<file path="src/rtl/wb_merge_pkg.sv">
// Shared writeback types: register-file address, data word and the write request record.
package wb_merge_pkg;

  typedef logic        u1;
  typedef logic [4:0]  creg_addr_t;
  typedef logic [63:0] u64;

  typedef struct packed {
    u1          valid;
    creg_addr_t wa;
    u64         wd;
  } wb_req_t;

  // x0 is hardwired, so a write to it never creates a hazard.
  function automatic logic [31:0] dest_bit(input u1 valid, input creg_addr_t wa);
    return (valid && wa != '0) ? (32'd1 << wa) : 32'd0;
  endfunction

endpackage

</file>
<file path="src/rtl/wb_fifo.sv">
// Circular buffer of long-latency write requests; exposes every slot's destination
// and occupancy so the parent can build the pending-destination mask.
module wb_fifo
  import wb_merge_pkg::*;
#(
  parameter int DEPTH = 4,
  parameter int CW    = $clog2(DEPTH + 1)
) (
  input  logic             clk,
  input  logic             reset,
  input  logic             push,
  input  wb_req_t          push_data,
  input  logic             pop,
  output wb_req_t          head,
  output logic [CW-1:0]    cnt,
  output creg_addr_t       entry_wa  [DEPTH],
  output logic [DEPTH-1:0] entry_vld
);

  localparam int PW = $clog2(DEPTH);

  wb_req_t       mem [DEPTH];
  logic [PW-1:0] rd_ptr;
  logic [PW-1:0] wr_ptr;

  always_ff @(posedge clk) begin
    if (push) mem[wr_ptr] <= push_data;
  end

  always_ff @(posedge clk) begin
    if (reset) begin
      rd_ptr <= '0;
      wr_ptr <= '0;
      cnt    <= '0;
    end else begin
      if (push) wr_ptr <= wr_ptr + 1'b1;
      if (pop)  rd_ptr <= rd_ptr + 1'b1;
      cnt <= cnt + CW'(push) - CW'(pop);
    end
  end

  always_comb begin
    head       = mem[rd_ptr];
    head.valid = mem[rd_ptr].valid && (cnt != '0);
  end

  // A slot is live when its distance from the read pointer (mod DEPTH) is below the occupancy.
  always_comb begin
    logic [PW-1:0] off;
    off       = '0;
    entry_vld = '0;
    for (int i = 0; i < DEPTH; i++) begin
      off          = PW'(i) - rd_ptr;
      entry_wa[i]  = mem[i].wa;
      entry_vld[i] = mem[i].valid && ({1'b0, off} < cnt);
    end
  end

endmodule

</file>
<file path="src/rtl/wb_merge.sv">
// Writeback merge: shares the register-file write port between the fixed-latency pipeline
// and a buffered long-latency unit, with anti-starvation stall request and hazard mask.
module wb_merge
  import wb_merge_pkg::*;
#(
  parameter int DEPTH        = 4,
  parameter int STARVE_LIMIT = 8
) (
  input  logic                         clk,
  input  logic                         reset,
  input  logic                         pipe_valid,
  input  creg_addr_t                   pipe_wa,
  input  u64                           pipe_wd,
  input  logic                         mdu_valid,
  output logic                         mdu_ready,
  input  creg_addr_t                   mdu_wa,
  input  u64                           mdu_wd,
  output logic                         wvalid,
  output creg_addr_t                   wa,
  output u64                           wd,
  output logic [31:0]                  pending,
  output logic [$clog2(DEPTH+1)-1:0]   fifo_cnt,
  output logic                         stall_req
);

  localparam int CW = $clog2(DEPTH + 1);
  localparam int SW = $clog2(STARVE_LIMIT + 1);

  wb_req_t          head, win, push_data;
  creg_addr_t       entry_wa [DEPTH];
  logic [DEPTH-1:0] entry_vld;
  logic             mdu_acc, sel_pipe, sel_fifo, sel_byp, push, pop;
  logic             out_mdu;
  logic [SW-1:0]    starve;

  assign mdu_ready = !reset && (fifo_cnt < CW'(DEPTH));
  assign push_data = '{valid: 1'b1, wa: mdu_wa, wd: mdu_wd};

  wb_fifo #(.DEPTH(DEPTH), .CW(CW)) u_fifo (
    .clk       (clk),
    .reset     (reset),
    .push      (push),
    .push_data (push_data),
    .pop       (pop),
    .head      (head),
    .cnt       (fifo_cnt),
    .entry_wa  (entry_wa),
    .entry_vld (entry_vld)
  );

  // Bypass only when the FIFO is empty so long-latency results keep acceptance order.
  always_comb begin
    mdu_acc  = mdu_valid && mdu_ready;
    sel_pipe = pipe_valid;
    sel_fifo = !pipe_valid && head.valid;
    sel_byp  = !pipe_valid && !head.valid && mdu_acc;
    pop      = sel_fifo;
    push     = mdu_acc && !sel_byp;
    win      = '0;
    if (sel_pipe)      win = '{valid: 1'b1, wa: pipe_wa, wd: pipe_wd};
    else if (sel_fifo) win = head;
    else if (sel_byp)  win = push_data;
  end

  always_comb begin
    pending = dest_bit(out_mdu, wa);
    for (int i = 0; i < DEPTH; i++) pending |= dest_bit(entry_vld[i], entry_wa[i]);
  end

  always_ff @(posedge clk) begin
    if (reset) begin
      wvalid    <= 1'b0;
      wa        <= '0;
      wd        <= '0;
      out_mdu   <= 1'b0;
      starve    <= '0;
      stall_req <= 1'b0;
    end else begin
      wvalid  <= win.valid && (win.wa != '0);
      out_mdu <= (sel_fifo || sel_byp) && (win.wa != '0);
      if (win.valid) begin
        wa <= win.wa;
        wd <= win.wd;
      end
      stall_req <= 1'b0;
      if (pop || fifo_cnt == '0) begin
        starve <= '0;
      end else if (sel_pipe) begin
        if (starve == SW'(STARVE_LIMIT - 1)) begin
          starve    <= '0;
          stall_req <= 1'b1;
        end else begin
          starve <= starve + 1'b1;
        end
      end
    end
  end

  a_no_pipe_during_stall: assert property (@(posedge clk) disable iff (reset) !(stall_req && pipe_valid));

endmodule

</file>
<file path="config.mk">
export PLATFORM = sky130hd
export DESIGN_NAME = wb_merge
export DESIGN_NICKNAME = d
export VERILOG_FILES = /design/src/rtl/wb_merge_pkg.sv /design/src/rtl/wb_fifo.sv /design/src/rtl/wb_merge.sv
export SDC_FILE = /design/constraint.sdc
export NUM_CORES = 1
export LEC_CHECK = 0
export ABC_AREA = 1
export CAP_MARGIN = 20
export CELL_PAD_IN_SITES_DETAIL_PLACEMENT = 1
export CELL_PAD_IN_SITES_GLOBAL_PLACEMENT = 1
export CORE_UTILIZATION = 34
export DETAILED_ROUTE_END_ITERATION = 10
export PLACE_DENSITY_LB_ADDON = 0.05
export SLEW_MARGIN = 20
export SYNTH_ARGS = -nofsm -noshare
export SYNTH_HDL_FRONTEND = slang
export SYNTH_HIERARCHICAL = 1
export SYNTH_SLANG_ARGS = --single-unit
</file>
<file path="constraint.sdc">
create_clock -name clk -period 10.7 [get_ports clk]
set_clock_uncertainty 0.2 [all_clocks]
set_input_delay 2.675 -clock clk [delete_from_list [all_inputs] [get_ports clk]]
set_output_delay 2.675 -clock clk [all_outputs]
set_load 0.02 [all_outputs]
</file>
---- Word-level counts from Yosys, hierarchy flattened ----
Memories as Yosys holds them, arrays and structs flattened. A register that Yosys moved wholly into a read port is not among the register bits.
Cells that the tools add are included.
storage, ports and cells
  flip-flop bits (word level) ............. 83
  bits in latches ......................... 0
  memory bits (writable) .................. 276
  memory bits (read-only) ................. 0
  bits of input ports ..................... 142
  output and inout bits ................... 107
  word-level logic and storage cells ...... 83
  memories ................................ 1
cells by class
  $add $sub $neg .......................... 9
  multiply operators ...................... 0
  divide/modulo/power cells ............... 0
  $lt $le $gt $ge ......................... 5
  equal/unequal tests ..................... 1
  shift operators ......................... 5
  multiplexer cells ....................... 14
  bitwise gates (word level) .............. 5
  reduce and logical (&&, ||, !) cells .... 34
memory list
  name        depth  bits a word  rd ports  clocked after memory_dff  write ports  RTL line       RTL
  u_fifo.mem  4      69           5         1                         1            wb_fifo.sv:22  wb_req_t mem [DEPTH];
operators with widths
  cell                                              number
  two-way mux 70 bit                                3
  two-way mux 32 bit                                5
  left shift 1 x 5 -> 32 bit, first input constant  5
  bitwise OR 32 bit                                 4
  nonzero test 5 bit                                6
  logical AND 1 bit                                 13
  < comparator 2 x 3 -> 1 bit                       4
  logical AND 1 bit, first input constant           5
  adder 2 x 1 -> 2 bit, second input constant       2
  adder 4 x 1 -> 4 bit, second input constant       1
  == test 4 x 3 -> 1 bit, second input constant     1
  zero test 1 bit                                   4
  two-way mux 2 bit                                 2
  two-way mux 4 bit                                 1
  subtractor 1 x 2 -> 2 bit, first input constant   2
  subtractor 2 bit, first input constant            2
  adder 3 x 1 -> 3 bit                              1
  zero test 3 bit                                   1
  < comparator 3 bit, second input constant         1
  two-way mux 1 bit                                 3
  nonzero test 3 bit                                1
  OR reduction 3 bit                                1
  subtractor 3 x 1 -> 3 bit                         1
  logical OR 1 bit                                  2
  2 further kinds                                   2

---- Depth between registers and ports, before layout ----
  depth after elaboration ................. 10
  depth in mapped cells ................... 17
  depth with buffers taken out ............ 13

---- Cells and area by module ----
Netlist, hierarchy kept.
by module, submodules not included
  module    times used  cells each  area each (µm²)  sequential area each (µm²)
  wb_fifo   1           854         11322.1          8588.2
  wb_merge  1           924         5444.0           1521.5

---- Worst setup path after synthesis ----
No wires, ideal clock.
  kind .................................... input port to output port
  from .................................... input port reset
  to ...................................... output port mdu_ready
  arrival ................................. 2.888 ns
  data required time ...................... 7.825 ns
  path slack .............................. 4.937 ns
  stages .................................. 1
  buffers on the path ..................... 0
  path through ............................ nor2_4
between the ends
  cells in the longest elaborated chain, start to end .. 2
ends and longest elaborated chain
  item               RTL line        RTL
  start, declared    wb_merge.sv:10  input logic reset,
  zero test 1 bit    wb_merge.sv:36  assign mdu_ready = !reset && (fifo_cnt < CW'(DEPTH));
  logical AND 1 bit  wb_merge.sv:36
  end, declared      wb_merge.sv:15  output logic mdu_ready,
No other way between the ends.

---- Worst setup path after layout ----
  from .................................... register u_fifo.rd_ptr[0]
  to ...................................... output port pending[21]
between the ends
  elaborated cells between the ends (all ways) .. 24
  classes of those cells .................. add/sub: 4; order compare: 4; mux: 4; bitwise: 4; reduce/logical: 8
RTL lines
  item                            RTL line            RTL
  start, declared                 wb_fifo.sv:23       logic [PW-1:0] rd_ptr;
  start signal, assigned          wb_fifo.sv:37       if (pop) rd_ptr <= rd_ptr + 1'b1;
  subtractor 2 bit                wb_fifo.sv:53       off = PW'(i) - rd_ptr;
  < comparator 2 x 3 -> 1 bit     wb_fifo.sv:55       entry_vld[i] = mem[i].valid && ({1'b0, off} < cnt);
  logical AND 1 bit               wb_fifo.sv:55
  net entry_vld[2]                wb_merge.sv:31      logic [DEPTH-1:0] entry_vld;
  logical AND 1 bit               wb_merge_pkg.sv:16  return (valid && wa != '0) ? (32'd1 << wa) : 32'd0;
  two-way mux 32 bit              wb_merge_pkg.sv:16
  bitwise OR 32 bit (2 in a row)  wb_merge.sv:67      for (int i = 0; i < DEPTH; i++) pending |= dest_bit(entry_vld[i], entry_wa[i]);
  end, declared                   wb_merge.sv:21      output logic [31:0] pending,
The timed path passes the listed nets, and every way through them passes these cells.

==> results.json <==
{
  "r2r_slack_ns": 6.20,
  "synth_warnings": 6,
  "clock_sinks": 365,
  "die_h_um": 224,
  "ant_nets": 0,
  "highest_layer": "met5",
  "rsz0062_at_grt": "false",
  "setup_viol": 0,
  "p_int_mw": 2.73,
  "fmax_ghz": 0.146,
  "clk_latency_ns": 0.57,
  "yosys.area.top_type": "edfxtp_1",
  "outcome": "complete, no violations",
  "grt_max_degree": 87,
  "max_stage_delay_ns": 0.82,
  "place_hpwl_um": 34100,
  "gr-usage-all-layers": 0.213,
  "critPathLaunchType": "flip-flop",
  "cp_cell_sequence": "xor2_1, inv_1, ha_1, nand3_1, nand2_1, nor2_1, inv_1, nor2_1, inv_1, nor2_1, a21oi_1, o211ai_1, clkdlybuf4s50_1",
  "yosys.area.top_type_share": 0.501,
  "pwr_density_cell_nw_per_um2": 189,
  "cts_tree": "built",
  "path_buf_inv": 4,
  "clockPowerShare": 0.363,
  "wl_met1_um": 24100,
  "synth_area_um2": 16800,
  "via_per_inst": 5.05,
  "crit_fanout": 11,
  "die_w_um": 224,
  "fin_ws_ns": 3.83,
  "r2r_end": "u_fifo/mem[0][8]",
  "period_share": 0.642,
  "synth_seq_cells": 365,
  "ys.flop_type": "edfxtp_1",
  "grt.overflow.total": 0,
  "drc": 0,
  "tightestPinTransition_ns": 1.10,
  "critical_path_class": "reg -> out",
  "slew_headroom": 0.261,
  "cts-hold-fix-buffers": 0,
  "async_reset_ff_frac": 0,
  "cts_max_path_buffers": 3,
  "dieArea_um2": 50200,
  "fillers": 5489,
  "slew_violations": 0,
  "cp.depth": 13,
  "netlist_instances": 1778,
  "cp.required_ns": 7.83,
  "numCtsBuffers": 43,
  "wirelength_um": 53400,
  "swShare": 0.303,
  "clkTransAtPathRegs_ns": 0.06,
  "leakage_nw": 7.49,
  "synthTopCellsByArea": "edfxtp_1 (50%), dfxtp_1 (10%), nor2_1 (8.1%)",
  "worstHoldStart": "wd[14]",
  "wl_met2_um": 25400,
  "critical_path.endpoint": "pending[21]",
  "synth_cell_types": 42,
  "cp_data_arrival_time_ns": 4.00,
  "worstSetupEndpointType": "output port",
  "gp_congestion": 0.935,
  "dp_slack_ns": 3.89,
  "fin_nets": 2118,
  "core_area_um2": 48700,
  "io_pins": 249,
  "start_util": 0.344,
  "ctsHtreeMaxLevel": 2,
  "drtPass1Iterations": 5,
  "vias": 13500,
  "synth_edf_count": 280,
  "reg2reg_depth": 9,
  "syn_area_per_cell_um2": 9.43,
  "p_seq_frac": 0.429,
  "grt_pass1_vias": 13900,
  "cap_violations": 0,
  "holdCritPathClass": "reg -> reg",
  "startpoint": "u_fifo/rd_ptr[0]",
  "cts_setup_buffers": 0,
  "fin_setup_tns_ns": 0,
  "comb_power_share": 0.207,
  "route.detailed.wl_per_inst_um": 20.0,
  "syn2layout_area_growth_pct": 24.0,
  "cts_resized": 0,
  "switchingPower_mw": 1.19,
  "crit_family": "simple AND/OR/NAND/NOR gates",
  "port-buffer-count": 247,
  "drive_above_1_share": 0.0475,
  "ys_seq_area_frac": 0.603,
  "root_buffer": "clkbuf_16",
  "vdd_drop_max_uv": 101,
  "hold_viol_final": 0,
  "antenna_found_initial": 7,
  "drtIter0Drc": 769,
  "period_needed_ns": 6.87,
  "slowest_stage": "nor2_1",
  "grt_pass1_wl_um": 82300,
  "wl_met3_um": 2640,
  "rows": 81
}
layout by cell type (no fill, tap or decap), types with 10 or more instances in the layout:
master and n:
nor3_1 17, a31oi_1 66, clkbuf_16 44, edfxtp_1 280
buf_4 12, a21oi_1 90, o21ai_1 111, nand4_1 35
clkinv_2 10, nand2_1 226, dfxtp_1 84, clkdlybuf4s50_1 245
nand3_1 76, clkbuf_1 15, ha_1 11, nor2_1 360
inv_1 131, o21ai_0 110
worst min path at each step:
stage                      to  slack (ns)  cells past startpoint
floorplan           starve[1]        0.26                      2
global placement        wd[0]        0.28                      2
detailed placement      wd[3]        0.28                      2
CTS                    wd[44]        0.29                      2
global route            wd[9]        0.31                      2
finish                 wd[14]        0.29                      2
worst reg2reg max path, delay by kind of cell (launching register included):
family          cells  cell delay (ns)
buf+inv             3             1.68
compound gates      1             0.49
simple gates        5             0.97
flops               1             0.77
sequential cells by signal, summed over array words and instances (netlist names), named ones only:
name / count
u_fifo/rd_ptr: 2
stall_req: 1
u_fifo/cnt: 3
u_fifo/wr_ptr: 2
starve: 4
wvalid: 1
u_fifo/mem: 280
wa: 5
wd: 64
out_mdu: 1
metal layers:
metal / track usage / up-vias
li1: - / 6465
met1: 0.281 / 6596
met2: 0.354 / 311
met3: 0.0405 / 83
met4: 0.0672 / 8
met5: 0 / -
final cells by class:
cell class                 count  area (µm²)  share of cell area
multi-input combinational   1151        5370               0.258
sequential                   365       10100               0.486
clock buffer                  62        1200              0.0577
tap                          664         831              0.0400
clock inverter                17         165             0.00794
timing repair buffer         258        2550               0.123
inverter                     145         554              0.0267
antenna                        3        7.51            0.000361
synthesized netlist by cell type, drive strengths merged (18+ instances only):
cell	instances
nor2	363
nand4	35
dfxtp	85
a31oi	66
nand3	77
edfxtp	280
nor3	18
nand2	228
o21ai	221
clkbuf	23
inv	141
buf	97
a21oi	90
power by group through the flow:
| stage | sequential, mW | clock [mW] | combinational (mW) |
|---|---|---|---|
| 2_1_floorplan | 1.73 | 0 | 0.476 |
| 3_3_place_gp | 1.71 | 0 | 0.816 |
| 3_5_place_dp | 1.71 | 0 | 0.826 |
| 4_1_cts | 1.69 | 1.47 | 0.828 |
| 5_1_grt | 1.70 | 1.52 | 0.899 |
| 6_report | 1.68 | 1.42 | 0.812 |
metrics by stage:
stage | total power, mW | area (µm²) | util | std cells | hold WS, ns
final | 3.92 | 20800 | 0.426 | 2665 | 0.287
after global routing | 4.11 | 20800 | 0.426 | 2665 | 0.306
after CTS | 3.98 | 20800 | 0.426 | 2662 | 0.294
after detailed placement | 2.54 | 19400 | 0.398 | 2583 | 0.281
after global placement | 2.53 | 19400 | 0.398 | 2583 | 0.275
after floorplan | 2.21 | 16800 | - | 1781 | 0.256
cells by family after synthesis:
kind of cell / synth area share
XOR/XNOR: 0.00209
other: 0.000448
adder cells (fa/ha/maj): 0.00940
buffers and inverters: 0.0778
flip-flops: 0.603
AND/OR/NAND/NOR: 0.181
AO/OA/AOI/OAI: 0.127
Power figures use the tool's default switching activity.
